## src/rtl/pong_msg_pkg.sv

```systemverilog
// pong_msg_pkg: message type codes, frame constants and checksum shared by the pong link transmitter and receiver
package pong_msg_pkg;
   typedef enum logic [2:0] {
      MSG_BALL          = 3'd0,
      MSG_MISS          = 3'd1,
      MSG_ARE_YOU_THERE = 3'd2,
      MSG_I_AM_HERE     = 3'd3,
      MSG_NEW_GAME      = 3'd4
   } msg_type_t;
   localparam logic [4:0] SYNC_NIBBLE = 5'b10100;
   localparam int FRAME_BYTES = 5;
   function automatic logic [7:0] frame_checksum(input logic [7:0] h, input logic [7:0] p0,
                                                 input logic [7:0] p1, input logic [7:0] p2);
      return h ^ p0 ^ p1 ^ p2;
   endfunction
endpackage

```

## src/rtl/uart_tx_byte.sv

```systemverilog
// uart_tx_byte: 8N1 byte serialiser, LSB first, CLKS_PER_BIT clocks per bit
// Ports: CLOCK_50/reset (async, active-high); byte_valid/byte_data offer a byte,
// byte_ready is high when idle or on the final stop-bit cycle; txd is the serial line (idle high).
module uart_tx_byte #(
   parameter int CLKS_PER_BIT = 434
) (
   input  logic       CLOCK_50,
   input  logic       reset,
   input  logic       byte_valid,
   input  logic [7:0] byte_data,
   output logic       byte_ready,
   output logic       txd
);
   localparam int BW = $clog2(CLKS_PER_BIT);
   localparam logic [BW-1:0] BAUD_MAX = BW'(CLKS_PER_BIT - 1);
   logic          active;
   logic [BW-1:0] baud;
   logic [3:0]    bit_cnt;
   logic [9:0]    sh;
   logic          bit_end, last, take;
   assign bit_end    = active && baud == BAUD_MAX;
   assign last       = bit_end && bit_cnt == 4'd9;
   // Ready on the final stop-bit cycle lets the next byte start with no idle gap.
   assign byte_ready = !active || last;
   assign take       = byte_valid && byte_ready;
   assign txd        = active ? sh[0] : 1'b1;
   always_ff @(posedge CLOCK_50 or posedge reset) begin
      if (reset) begin
         active  <= 1'b0;
         baud    <= '0;
         bit_cnt <= '0;
         sh      <= '1;
      end else if (take) begin
         active  <= 1'b1;
         baud    <= '0;
         bit_cnt <= '0;
         sh      <= {1'b1, byte_data, 1'b0};
      end else if (last) begin
         active  <= 1'b0;
         baud    <= '0;
         bit_cnt <= '0;
      end else if (bit_end) begin
         baud    <= '0;
         bit_cnt <= bit_cnt + 4'd1;
         sh      <= {1'b1, sh[9:1]};
      end else if (active) begin
         baud    <= baud + BW'(1);
      end
   end
endmodule

```

## src/rtl/comm_frame_tx.sv

```systemverilog
// comm_frame_tx: encodes one game message into a 5-byte frame and sends it 8N1 on UART_TXD
// Ports: CLOCK_50/reset (async, active-high); send_new_message request level with one-hot
// type bits and payload fields; busy spans accept..message_sent; message_sent pulses at frame end.
module comm_frame_tx
   import pong_msg_pkg::*;
#(
   parameter int CLKS_PER_BIT = 434
) (
   input  logic       CLOCK_50,
   input  logic       reset,
   input  logic       send_new_message,
   output logic       message_sent,
   output logic       busy,
   input  logic       ball_message_tx,
   input  logic       miss_message_tx,
   input  logic       new_game_message_tx,
   input  logic       are_you_there_tx,
   input  logic       I_am_here_tx,
   input  logic [8:0] ball_y_tx,
   input  logic [3:0] velocity_x_tx,
   input  logic [3:0] velocity_y_tx,
   input  logic       sign_y_tx,
   input  logic       I_lost_tx,
   input  logic       you_serve_first_tx,
   output logic       UART_TXD
);
   typedef enum logic [1:0] {IDLE, SHIFT, DONE, REARM} state_t;
   localparam logic [2:0] LAST_IDX = 3'(FRAME_BYTES);
   state_t                       state, state_n;
   logic [FRAME_BYTES-1:0][7:0]  frame;
   logic [2:0]                   idx;
   msg_type_t                    typ;
   logic [7:0]                   h, p0, p1, p2;
   logic                         any_type, accept, byte_valid, byte_ready, take;
   assign any_type = |{ball_message_tx, miss_message_tx, new_game_message_tx, are_you_there_tx, I_am_here_tx};
   assign typ = ball_message_tx     ? MSG_BALL :
                miss_message_tx     ? MSG_MISS :
                new_game_message_tx ? MSG_NEW_GAME :
                are_you_there_tx    ? MSG_ARE_YOU_THERE : MSG_I_AM_HERE;
   assign h  = {SYNC_NIBBLE, typ};
   assign p0 = typ == MSG_BALL     ? ball_y_tx[7:0] :
               typ == MSG_MISS     ? {7'b0, I_lost_tx} :
               typ == MSG_NEW_GAME ? {7'b0, you_serve_first_tx} : 8'h00;
   assign p1 = typ == MSG_BALL ? {ball_y_tx[8], sign_y_tx, 6'b0} : 8'h00;
   assign p2 = typ == MSG_BALL ? {velocity_x_tx, velocity_y_tx} : 8'h00;
   assign accept     = state == IDLE && send_new_message && any_type;
   assign byte_valid = state == SHIFT && idx != LAST_IDX;
   assign take       = byte_valid && byte_ready;
   assign message_sent = state == DONE;
   assign busy         = state == SHIFT || state == DONE;
   always_comb begin
      state_n = state;
      unique case (state)
         IDLE:  state_n = accept ? SHIFT : IDLE;
         // With every byte handed over, byte_ready marks the last stop bit ending.
         SHIFT: state_n = (idx == LAST_IDX && byte_ready) ? DONE : SHIFT;
         DONE:  state_n = REARM;
         REARM: state_n = send_new_message ? REARM : IDLE;
      endcase
   end
   always_ff @(posedge CLOCK_50 or posedge reset) begin
      if (reset) begin
         state <= IDLE;
         idx   <= '0;
         frame <= '0;
      end else begin
         state <= state_n;
         if (accept) begin
            frame <= {frame_checksum(h, p0, p1, p2), p2, p1, p0, h};
            idx   <= '0;
         end else if (take) begin
            frame <= frame >> 8;
            idx   <= idx + 3'd1;
         end
      end
   end
   uart_tx_byte #(.CLKS_PER_BIT(CLKS_PER_BIT)) u_ser (
      .CLOCK_50  (CLOCK_50),
      .reset     (reset),
      .byte_valid(byte_valid),
      .byte_data (frame[0]),
      .byte_ready(byte_ready),
      .txd       (UART_TXD)
   );
endmodule

```

## config.mk

```make
export PLATFORM = sky130hd
export DESIGN_NAME = comm_frame_tx
export DESIGN_NICKNAME = d
export VERILOG_FILES = /design/src/rtl/pong_msg_pkg.sv /design/src/rtl/uart_tx_byte.sv /design/src/rtl/comm_frame_tx.sv
export SDC_FILE = /design/constraint.sdc
export NUM_CORES = 1
export LEC_CHECK = 0
export CAP_MARGIN = 20
export CORE_MARGIN = 2
export CORE_UTILIZATION = 40
export DETAILED_ROUTE_END_ITERATION = 16
export DONT_BUFFER_PORTS = 1
export GPL_TIMING_DRIVEN = 0
export PLACE_DENSITY_LB_ADDON = 0.08
export REMOVE_ABC_BUFFERS = 1
export SLEW_MARGIN = 10
export SYNTH_ARGS = -nofsm -noshare
export SYNTH_HDL_FRONTEND = slang
export SYNTH_HIERARCHICAL = 1
export SYNTH_SLANG_ARGS = --single-unit
export TNS_END_PERCENT = 1
```

## constraint.sdc

```tcl
create_clock -name CLOCK_50 -period 3.2 [get_ports CLOCK_50]
set_clock_uncertainty 0.1 [all_clocks]
set_input_delay 0.64 -clock CLOCK_50 [delete_from_list [all_inputs] [get_ports CLOCK_50]]
set_output_delay 0.64 -clock CLOCK_50 [all_outputs]
set_load 0.02 [all_outputs]
```

==> metrics.cfg <==
[status]
status=finished, final reports clean

[synth]
async_reset_ff_share_pct=100
synth_edf_count=0
synth.avg_cell_area_um2=9.31
netlist-cell-type-count=51
ys_seq_area_share_pct=48.9
ys_ff_latch=68
synth_cells=376
yosys_warnings=6
netlist_area_mm2=0.00350
yosys_most_used_dff=dfrtp_1

[worst_setup_path]
cpLargestDelayFamily=simple AND/OR/NAND/NOR gates
cp_slowest_cell=and3_1
cp-end-kind=register
arrival_ns=2.76
start_kind=register
crit_required_ns=3.35
critPathMaxStageDelay_ns=0.55
cp_num_buf_inv=1
worstSetupPathType=reg -> reg
worstPathMaxFanout=23
rr_worst_depth=7
reg2reg_slack_ns=0.59
regToRegStartpoint=u_ser/baud[0]$_DFFE_PP0P_
crit_chain=ha_1 > and4b_1 > a31o_2 > and3_1 > buf_8 > nand2_1 > a31oi_1
rr_endpoint=frame[29]$_DFFE_PP0P_

[die]
rows=34
io_pins=31
start_util_pct=40.8
dieArea_mm2=0.00952
core_region_area_mm2=0.00859
die_h_um=97.6
die_x_um=97.6

[drt]
avgViaCountPerCell=5.53
detail-route-antenna-nets=0
drcViolationCount=0
drtIter0Drc=153
wirelength_mm=7.33
drtPass1Iterations=4
routed-via-count=2669
routedWlPerCell_um=15.2

[sta]
post-route-min-period_ns=2.61
period_share_pct=81.5
hold_violations=0
rsz0062_at_grt=no
setup_slack_ns=0.593
setup_viol=0
worst_pin_slew_ns=0.871
fmaxAchievable_mhz=384
slew_headroom_pct=41.8
slew_violations=0

[placed_design]
dp_slack_ns=0.350
portBuffers=0
routabilityCongestion=0.736
hpwl_mm=4.70

[finish]
drive_above_1_share_pct=12.3
finalNetCount=410
diodes=0
area_growth_pct=9.15
num-fill-cells=860

[global_routing]
grt_antenna_before_repair=0
grt_pass1_wl_mm=12.8
groute.usage.overall_pct=16.4
grt_max_degree=40
grt-ovfl-total=0
grt_pass1_vias=2684

[power_and_ir_drop]
power_mw=2.69
leakagePower_nw=1.61
peakVddDrop_v=0.000276
power_density_mw_per_mm2=704

[cts]
clock_latency_ns=0.33
cts-root-buf=clkbuf_8
numClockSinks=68
clockBufferDepth=2
numCtsBuffers=9
cts-resized-gates=0
cts.htree.levels=3
cts.clk_slew.worst_paths_ns=0.07
cts_tree=done

[worst_hold_path]
hold_path_class=in -> async

[run]
drv_cap=0

==> sequential cells by signal (all words and copies together), names as in the netlist <==
register / flops
u_ser/bit_cnt: 4
u_ser/baud: 9
u_ser/active: 1
state: 2
u_ser/sh: 9
idx: 3
frame: 40
==> power breakdown <==
group / total (mW) / internal (mW) / switching (mW)
clock: 0.712 / 0.405 / 0.307
sequential: 1.34 / 1.16 / 0.181
combinational: 0.636 / 0.293 / 0.343
total: 2.69 / 1.86 / 0.831
==> area by class of cell <==
cell class | count | area, um^2 | share of cell area (%)
Inverter | 16 | 60.1 | 1.57
Sequential cell | 68 | 1710 | 44.8
Timing Repair Buffer | 7 | 103 | 2.68
Tap cell | 108 | 135 | 3.54
Clock buffer | 15 | 206 | 5.40
Multi-Input combinational cell | 269 | 1610 | 42.0
==> Yosys cell counts (3+ instances only) <==
master     n  area [um^2]
dfstp_2    9          236
a31oi_1   24          150
a21oi_1   42          210
ha_1      11          138
nand3b_1   8         60.1
o21ai_0   14         70.1
xor2_1     7         61.3
nand2_1   80          300
buf_2      4         20.0
dfrtp_1   59         1480
nor3_1     3         15.0
nand3_1   16         80.1
o21a_1     3         22.5
inv_1     16         60.1
buf_6      4         45.0
clkbuf_1  12         45.0
nor2_1    10         37.5
nand4_1    6         37.5
o221a_2    7         78.8
xnor2_1    5         43.8
==> worst max path at each step <==
stage / from / end / slack, ns / cells after the start
floorplan: miss_message_tx / frame[39]$_DFFE_PP0P_ / 0.54 / 4
global placement: u_ser/baud[1]$_DFFE_PP0P_ / frame[39]$_DFFE_PP0P_ / -0.27 / 6
detailed placement: state[1]$_DFF_PP0_ / u_ser/baud[4]$_DFFE_PP0P_ / 0.35 / 8
CTS: state[1]$_DFF_PP0_ / u_ser/baud[4]$_DFFE_PP0P_ / 0.33 / 8
global route: u_ser/baud[1]$_DFFE_PP0P_ / frame[29]$_DFFE_PP0P_ / 0.41 / 8
finish: u_ser/baud[0]$_DFFE_PP0P_ / frame[29]$_DFFE_PP0P_ / 0.59 / 7
==> layout by cell type, fill, tap and decap left out, types with 2 or more instances in the layout <==
cell and instances:
nand2_1 80, dfrtp_1 59, a21oi_1 42, a31oi_1 24, inv_1 15, nand3_1 15, clkbuf_8 15, o21ai_0 14
ha_1 11, nor2_1 10, dfstp_2 9, nand3b_1 8, xor2_1 7, o221a_2 7, nand4_1 6, xnor2_1 5
nor3_1 3, buf_8 3, o21a_1 3, nand3_2 2, nand2b_1 2, a31o_2 2, buf_12 2, o221ai_1 2
o22ai_1 2
==> kinds of logic (layout without fill, tap and decap cells) <==
kind of cell / after synthesis / after routing / share of synthesized area, %
and+or+nand+nor: 137 / 137 / 18.6
adders and majority gates: 11 / 11 / 3.93
buffers and inverters: 39 / 38 / 5.39
muxes: 1 / 1 / 0.286
DFF: 68 / 68 / 48.9
xor gates and xnor gates: 12 / 12 / 3.00
AOI/OAI and AO/OA: 108 / 108 / 19.9
==> repair_timing <==
| item | CTS | global route |
|---|---|---|
| hold buffers | 1 | 0 |
| endpoints found under the setup margin | 0 | 0 |
| hold endpoints to repair | 2 | 0 |
| setup buffers | 0 | 0 |
==> through the flow <==
stage	setup TNS, ns	area (um^2)	instances	hold slack, ns	utilization [%]
6_report	0	3820	483	0.279	44.5
3_5_place_dp	0	3600	466	0.367	41.9
4_1_cts	0	3810	482	0.283	44.4
5_1_grt	0	3820	483	0.295	44.5
2_1_floorplan	0	3370	353	0.355	-
3_3_place_gp	-5.30	3510	461	0.372	40.8
==> metal layers <==
layer | share of wire [%] | up-vias | track usage [%]
met1 | 50 | 1295 | 23.1
met5 | 0 | - | 0
met2 | 46 | 41 | 25.3
met3 | 3.3 | 6 | 2.95
li1 | - | 1327 | -
met4 | 1.1 | 0 | 6.30
Note: power is estimated with default switching activity, not from simulation.
